===== config.mk =====
export PLATFORM = sky130hd
export DESIGN_NAME = ch_slot_scheduler
export DESIGN_NICKNAME = d
export VERILOG_FILES = /design/src/rtl/ch_slot_scheduler.sv
export SDC_FILE = /design/constraint.sdc
export NUM_CORES = 1
export LEC_CHECK = 0
export BUFFER_PORTS_ARGS = -buffer_cell sky130_fd_sc_hd__buf_2
export CAP_MARGIN = 20
export CORE_UTILIZATION = 51
export CTS_CLUSTER_DIAMETER = 50
export DETAILED_ROUTE_END_ITERATION = 8
export PLACE_DENSITY = 0.84
export SKIP_CTS_REPAIR_TIMING = 1
export SYNTH_ARGS = -nofsm -noshare
export SYNTH_HDL_FRONTEND = slang
export SYNTH_SLANG_ARGS = --single-unit

===== constraint.sdc =====
create_clock -name clk -period 3.4 [get_ports clk]
set_clock_uncertainty 0.05 [all_clocks]
set_input_delay 0.68 -clock clk [delete_from_list [all_inputs] [get_ports clk]]
set_output_delay 0.68 -clock clk [all_outputs]
set_load 0.1 [all_outputs]

===== src/rtl/ch_slot_scheduler.sv =====
// Cluster-head TDMA slot scheduler: collects membership requests, then walks the
// neighbor table and hands one consecutive timeslot per member to the reward packer.
module ch_slot_scheduler #(
  parameter int unsigned WORD_WIDTH  = 16,
  parameter int unsigned TABLE_DEPTH = 32,
  parameter int unsigned MR_TIMEOUT  = 15,
  parameter int unsigned MAX_SLOTS   = 16,
  localparam int unsigned IDX_W      = $clog2(TABLE_DEPTH) + 1
) (
  input  logic                  clk,
  input  logic                  nrst,
  input  logic                  en,
  input  logic                  role,
  input  logic [WORD_WIDTH-1:0] myNodeID,
  input  logic [IDX_W-1:0]      neighborCount,
  output logic [IDX_W-1:0]      nTableIndex,
  input  logic [WORD_WIDTH-1:0] mNodeID,
  input  logic [WORD_WIDTH-1:0] mChosenCH,
  output logic                  pack_en,
  input  logic                  pack_done,
  output logic [WORD_WIDTH-1:0] slotNodeID,
  output logic [WORD_WIDTH-1:0] slotNumber,
  output logic [WORD_WIDTH-1:0] slotCount,
  output logic                  overflow,
  output logic                  busy,
  output logic                  sched_done
);

  localparam logic [IDX_W-1:0] IDX_IDLE = IDX_W'(TABLE_DEPTH);

  typedef enum logic [2:0] {
    S_IDLE, S_WAIT_MR, S_FETCH, S_CHECK, S_PACK, S_WAIT_DONE, S_DONE
  } state_t;

  state_t                state;
  logic [WORD_WIDTH-1:0] timer;
  logic [IDX_W-1:0]      idx;

  logic [IDX_W-1:0] idx_next_c;
  logic             member_c;
  logic             slot_free_c;
  logic             advance_c;
  logic             last_c;

  // Entry evaluation: a member takes a slot only while slots remain.
  assign idx_next_c  = idx + IDX_W'(1);
  assign last_c      = (idx_next_c == neighborCount);
  assign member_c    = (mChosenCH == myNodeID);
  assign slot_free_c = (slotCount < WORD_WIDTH'(MAX_SLOTS));
  assign advance_c   = ((state == S_CHECK) && !(member_c && slot_free_c)) ||
                       ((state == S_WAIT_DONE) && pack_done);

  always_ff @(posedge clk) begin
    if (!nrst) begin
      state       <= S_IDLE;
      timer       <= WORD_WIDTH'(MR_TIMEOUT);
      idx         <= '0;
      nTableIndex <= IDX_IDLE;
      pack_en     <= 1'b0;
      sched_done  <= 1'b0;
      busy        <= 1'b0;
      overflow    <= 1'b0;
      slotNodeID  <= '1;
      slotNumber  <= '0;
      slotCount   <= '0;
    end else if ((state != S_IDLE) && !role) begin
      // Losing the CH role abandons the schedule; partial counts are kept.
      state       <= S_IDLE;
      pack_en     <= 1'b0;
      sched_done  <= 1'b0;
      busy        <= 1'b0;
      nTableIndex <= IDX_IDLE;
    end else begin
      pack_en    <= 1'b0;
      sched_done <= 1'b0;
      case (state)
        S_IDLE: begin
          if (en && role) begin
            state     <= S_WAIT_MR;
            timer     <= WORD_WIDTH'(MR_TIMEOUT);
            idx       <= '0;
            slotCount <= '0;
            overflow  <= 1'b0;
            busy      <= 1'b1;
          end
        end
        S_WAIT_MR: begin
          if (timer != '0) begin
            timer <= timer - WORD_WIDTH'(1);
          end else if (neighborCount == '0) begin
            state      <= S_DONE;
            sched_done <= 1'b1;
          end else begin
            state       <= S_FETCH;
            nTableIndex <= idx;
          end
        end
        S_FETCH: state <= S_CHECK;
        S_CHECK: begin
          if (member_c && slot_free_c) begin
            slotNodeID <= mNodeID;
            slotNumber <= slotCount + WORD_WIDTH'(1);
            slotCount  <= slotCount + WORD_WIDTH'(1);
            pack_en    <= 1'b1;
            state      <= S_PACK;
          end else if (member_c) begin
            overflow <= 1'b1;
          end
        end
        S_PACK:      state <= S_WAIT_DONE;
        S_WAIT_DONE: ;
        S_DONE: begin
          nTableIndex <= IDX_IDLE;
          busy        <= 1'b0;
          state       <= S_IDLE;
        end
        default: state <= S_IDLE;
      endcase

      // Move to the next table entry, or finish after the last one.
      if (advance_c) begin
        if (last_c) begin
          state      <= S_DONE;
          sched_done <= 1'b1;
        end else begin
          idx         <= idx_next_c;
          nTableIndex <= idx_next_c;
          state       <= S_FETCH;
        end
      end
    end
  end

endmodule

; ---- Yosys cells after proc, flatten, opt, wreduce, memory -nomap -nowiden
; Index checks and enable logic that the tools add are counted.
; Widths: inputs -> output; s select.
[totals]
input_bits = 59
output_inout_bits = 58
ff_bits = 83
[classes]
n_reduce_logical = 23
eq_ne = 17
addsub = 3
n_bitwise = 3
muxes = 34
magnitude_cmp = 1
[op_table]
columns = op, n
row1 = $mux 16, 4
row2 = $pmux 16 s2, 2
row3 = $mux 6, 8
row4 = $mux 3, 6
row5 = $pmux 3 s6, 1
row6 = $add 16x1->16 const B, 1
row7 = $eq 16x16->1, 1
row8 = $lt 16x5->1 const B, 1
row9 = $reduce_bool 16->1, 1
row10 = $sub 16x1->16 const B, 1
row11 = $pmux 6 s2, 1
row12 = $reduce_and 4->1, 3
row13 = $mux 1, 10
row14 = $ne 2x2->1 const B, 5
row15 = $eq 3x3->1 const B, 3
row16 = $add 6x1->6 const B, 1
row17 = $eq 3x2->1 const B, 2
row18 = $eq 6x6->1, 1
row19 = $logic_not 6->1, 1
row20 = $ne 3x3->1 const B, 2
row21 = $reduce_bool 2->1, 3
row22 = $logic_and 1x1->1, 5
row23 = $reduce_and 5->1, 1
row24 = $pmux 1 s2, 2
row25 = 12 further kinds, 15

; ---- Logic depth before layout (Yosys ltp)
[logic_depth]
ltp_word = 7
depth_mapped = 8
mapped_depth_nobuf = 8

; ---- Least setup slack after synthesis
; Ideal clock, no wire load.
[synth_path]
path_kind = register to register
start = reg timer[3]
end = reg nTableIndex[5]
stages_incl_launch_ff = 8
t_required_ns = 3.216
setup_slack_ns = 0.859
setup_time_ns = 0.134
t_arrival_ns = 2.356
cell_sequence = dfxtp_1 -> or4_4 -> or3_1 -> buf_6 -> nor4_4 -> mux2_4 -> a211oi_1 -> a21oi_2
[synth_via]
elab_chain_cells = 5
[synth_lines]
columns = item, line_no
row1 = "start, declared", 36  ; logic [WORD_WIDTH-1:0] timer;
row2 = "start signal, assigned", 56  ; timer <= WORD_WIDTH'(MR_TIMEOUT);
row3 = "start signal, assigned", 80  ; timer <= WORD_WIDTH'(MR_TIMEOUT);
row4 = "start signal, assigned", 89  ; timer <= timer - WORD_WIDTH'(1);
row5 = $reduce_bool 16->1 *, 88  ; if (timer != '0) begin
row6 = $mux 6 *, 88
row7 = $pmux 6 s2 *, 76  ; case (state)
row8 = $mux 6, 122  ; if (last_c) begin
row9 = $mux 6 *, 121  ; if (advance_c) begin
row10 = "end signal, assigned", 95  ; nTableIndex <= idx;
row11 = "end signal, assigned", 127  ; nTableIndex <= idx_next_c;
row12 = "end, declared", 16  ; output logic [IDX_W-1:0] nTableIndex,
; Every way passes the cells marked *; elsewhere a longest branch is shown, timed or not.
; A chain may end at the register's enable or synchronous reset.

; ---- Worst setup path after layout
; Ends and elaborated chain as after synthesis.

==> results.md <==
* Status: completed
* #FFs+latches synth at just over 80
* Core area at ~6900 µm²
* Die area at just under 8000 µm²
* MaxCap Viol Count at 0
* DR pass1 iterations at 4
* Final setup viols at 0
* Warnings from Yosys at 0
* Diode count at 0
* Final Max Tran Viols at 0
* Max_slew headroom at a little over half
* Syn Nets at approximately 490
* WP data arrival at roughly 3 ns
* Gr usage total at about a quarter
* Largest fanout on the critical path at 10
* First-pass GRT wire length at about 15000 µm
* Final HPWL DP at approximately 6500 µm
* DRT antenna net count at 0
* CP Cell Sequence: or4_4, or3_1, nor4_4, mux2_4, a211oi_1, a21oi_2
* Sequential-to-total area share from yosys stat at between 40% and 50%
* Die Span Y at approximately 88 µm
* Worst slew pin tran at roughly 0.7 ns
* Ys flop type: dfxtp_1
* Seq pwr share at 55.3%
* Initial antenna violation count at 0
* Maximum resistive drop on vdd at 0.353 mV
* Clk_lat worst skew at between 0.3 and 0.4 ns
* Final Hold Viols at 0
* CP Capture Type: flip-flop
* Syn Std Cell Area at around 3700 µm²
* Average size of a mapped cell at between 8 and 9 µm²
* M1 GR Usage at 29.9%
* NumNets Final at ~600
* WL/cell at roughly 14 µm
* Fin worst setup slack at roughly 0.56 ns
* # IOs at about 120
* CTS sink count at 83
* RSZ-0062 raised after global routing: false
* Tightest Hold Check Type: reg -> reg
* Final core utilization at roughly two thirds
* Initial Utilization at a little over half
* Sw power at ~450 µW
* Clock Tree Root: clkbuf_8
* Fmax at about 350 MHz
* Via count at 3470
* Switch share at between 20% and 30%
* DRC Markers at 0
* Routability Congestion at 0.839
* Tcrit/Tclk final at a little over four fifths
* Clock transition at the registers of the reported paths at 0.09 ns
* Setup Crit Path Kind: reg -> reg
* Int Power at ~1300 µW
* Gr ovfl total at 0
* Clock buffer count from CTS at 9
* H-Tree Level Count at 3
* Post-place setup slack at roughly 0.35 ns
* Vias per cell at roughly 5.4
* Deepest clock path buffer count at 2
* Post-route setup TNS at 0 ns
* # port buffers at 116
* Yosys cell types at 54
* Comb power frac at slightly above 7%
* Slowest-stage cell, CP: or4_4
* Clock network power share at 37.6%
* Drt total wl at slightly below 9000 µm
* Die Span X at 87.7 µm
* Std cell rows at 30
* Starting DRC count in detailed routing at around 220
* Vias in the first global route at 3266
* GR met3 Demand/Resource at under 10%
* Synth Instances at 430
* Static leakage power at about 0.0021 µW
* Worst path max stage delay at between 0.5 and 0.6 ns
* GR peak layer: met2
* Tmin final at 2.84 ns
* M2 GR Usage at about two fifths
* Number of synthesized flops with an enable pin at 0
* Largest net degree at the start of global routing at 41
* Overall Power at approximately 1800 µW
* Req. time, crit path at approximately 3.6 ns
* Area Growth Syn to Fin at 22.7%
* Pwr dens at 385 nW/µm²
* Hold WS at a little over 0.4 ns
* Ys async rst share at 0%
* Share of layout cells above drive strength 1 at between 20% and 30%
* Startpoint Class: flip-flop
* TritonCTS clock tree: yes
-- power by group through the flow --
stage	Clock, µW	Sequential, µW	Combinational (µW)
2_1_floorplan	0	1010	60.1
4_1_cts	679	980	127
6_report	666	980	127
3_3_place_gp	0	1000	120
5_1_grt	729	981	140
3_5_place_dp	0	1000	126
-- cell type report --
| type | instances | area, µm² |
|---|---|---|
| clock buffer | 10 | 138 |
| clock inverter | 6 | 46.3 |
| fill | 624 | 2340 |
| inverter | 7 | 26.3 |
| multi-input combinational | 316 | 1970 |
| sequential | 83 | 1660 |
| tap | 96 | 120 |
| timing repair buffer | 124 | 641 |
-- state kept, by name, summed over array words and instances (netlist names) --
register and count:
slotCount 16, slotNodeID 16, slotNumber 16, timer 16, idx 6, nTableIndex 6
state 3, busy 1, overflow 1, pack_en 1, sched_done 1
-- kinds of logic (layout without fill, tap and decap cells) --
| logic type | count (synthesis) | count (layout) | synth area share (%) |
|---|---|---|---|
| simple gates | 200 | 200 | 27.5 |
| flops | 83 | 83 | 44.3 |
| compound gates | 66 | 66 | 12.1 |
| xor+xnor | 40 | 40 | 9.72 |
| buf+inv | 31 | 147 | 3.31 |
| mux | 6 | 6 | 1.74 |
| fa+ha+maj | 4 | 4 | 1.34 |
-- path summary, 6_finish.rpt --
| path | end | start | cells past startpoint | slack [ns] |
|---|---|---|---|---|
| max | nTableIndex[5] | timer[3] | 6 | 0.56 |
| min | slotNumber[4] | slotNumber[4] | 2 | 0.41 |
| max reg2reg | nTableIndex[5] | timer[3] | 6 | 0.56 |
| min reg2reg | slotNumber[4] | slotNumber[4] | 2 | 0.41 |
-- layout by cell type, fill, tap and decap left out, types with 3 or more instances in the layout --
cell type and instances:
or3_1 8, nor2b_1 3, o21ai_0 11, o31ai_1 4, nand2_1 54, and3_1 12, xor2_1 24, xnor2_1 15
clkbuf_8 10, nor3_1 8, a21oi_1 19, nand3_1 30, dfxtp_1 83, mux2i_1 5, o211ai_1 4, buf_2 116
a211oi_1 4, inv_1 7, nor4_1 12, inv_6 3, nor2_1 34, nand3b_1 3, ha_1 4, nand4_1 4
and2_1 13, or4_1 5, buf_4 8
-- synthesized netlist by cell type (2+ instances only) --
| cell | count | area share (%) |
|---|---|---|
| a211oi_1 | 4 | 0.80 |
| ha_1 | 4 | 1.3 |
| a211o_1 | 2 | 0.47 |
| xor2_1 | 24 | 5.6 |
| mux2i_1 | 5 | 1.3 |
| clkbuf_1 | 23 | 2.3 |
| or4_1 | 5 | 1.0 |
| o211ai_1 | 4 | 0.80 |
| and2_1 | 13 | 2.2 |
| o2111ai_1 | 2 | 0.47 |
| nor2_1 | 34 | 3.4 |
| or3_1 | 8 | 1.3 |
| nor2b_1 | 3 | 0.50 |
| dfxtp_1 | 83 | 44 |
| nand3b_1 | 3 | 0.60 |
| nand4_1 | 4 | 0.67 |
| and4_1 | 2 | 0.47 |
| and3_1 | 12 | 2.0 |
| a31oi_1 | 2 | 0.33 |
| nor3_1 | 9 | 1.2 |
| o32ai_1 | 2 | 0.47 |
| nand3_1 | 30 | 4.0 |
| o21ai_0 | 11 | 1.5 |
| o21a_1 | 2 | 0.40 |
| nor3b_1 | 2 | 0.40 |
| nor4_1 | 12 | 2.0 |
| a21oi_1 | 19 | 2.5 |
| xnor2_1 | 15 | 3.5 |
| inv_1 | 7 | 0.70 |
| o21bai_1 | 2 | 0.40 |
| nor4b_1 | 2 | 0.47 |
| o31ai_1 | 4 | 0.80 |
| nand2_1 | 54 | 5.4 |
| o31ai_2 | 2 | 0.67 |
-- through the flow --
step | area (µm²) | cells
2_1_floorplan | 3750 | 430
3_3_place_gp | 4420 | 626
3_5_place_dp | 4420 | 626
4_1_cts | 4600 | 642
5_1_grt | 4600 | 642
6_report | 4600 | 642
-- layer usage --
| layer | up-vias | wire (µm) |
|---|---|---|
| met5 | - | 0 |
| met4 | 0 | 52 |
| met3 | 6 | 601 |
| met1 | 1621 | 4000 |
| met2 | 109 | 4230 |
| li1 | 1734 | - |
-- critical path, delay by kind of cell, from the launching register on --
kind            cells  cell delay [ns]
simple gates        3             1.65
flops               1             0.38
mux                 1             0.34
compound gates      2             0.29
Power figures use the tool's default switching activity.
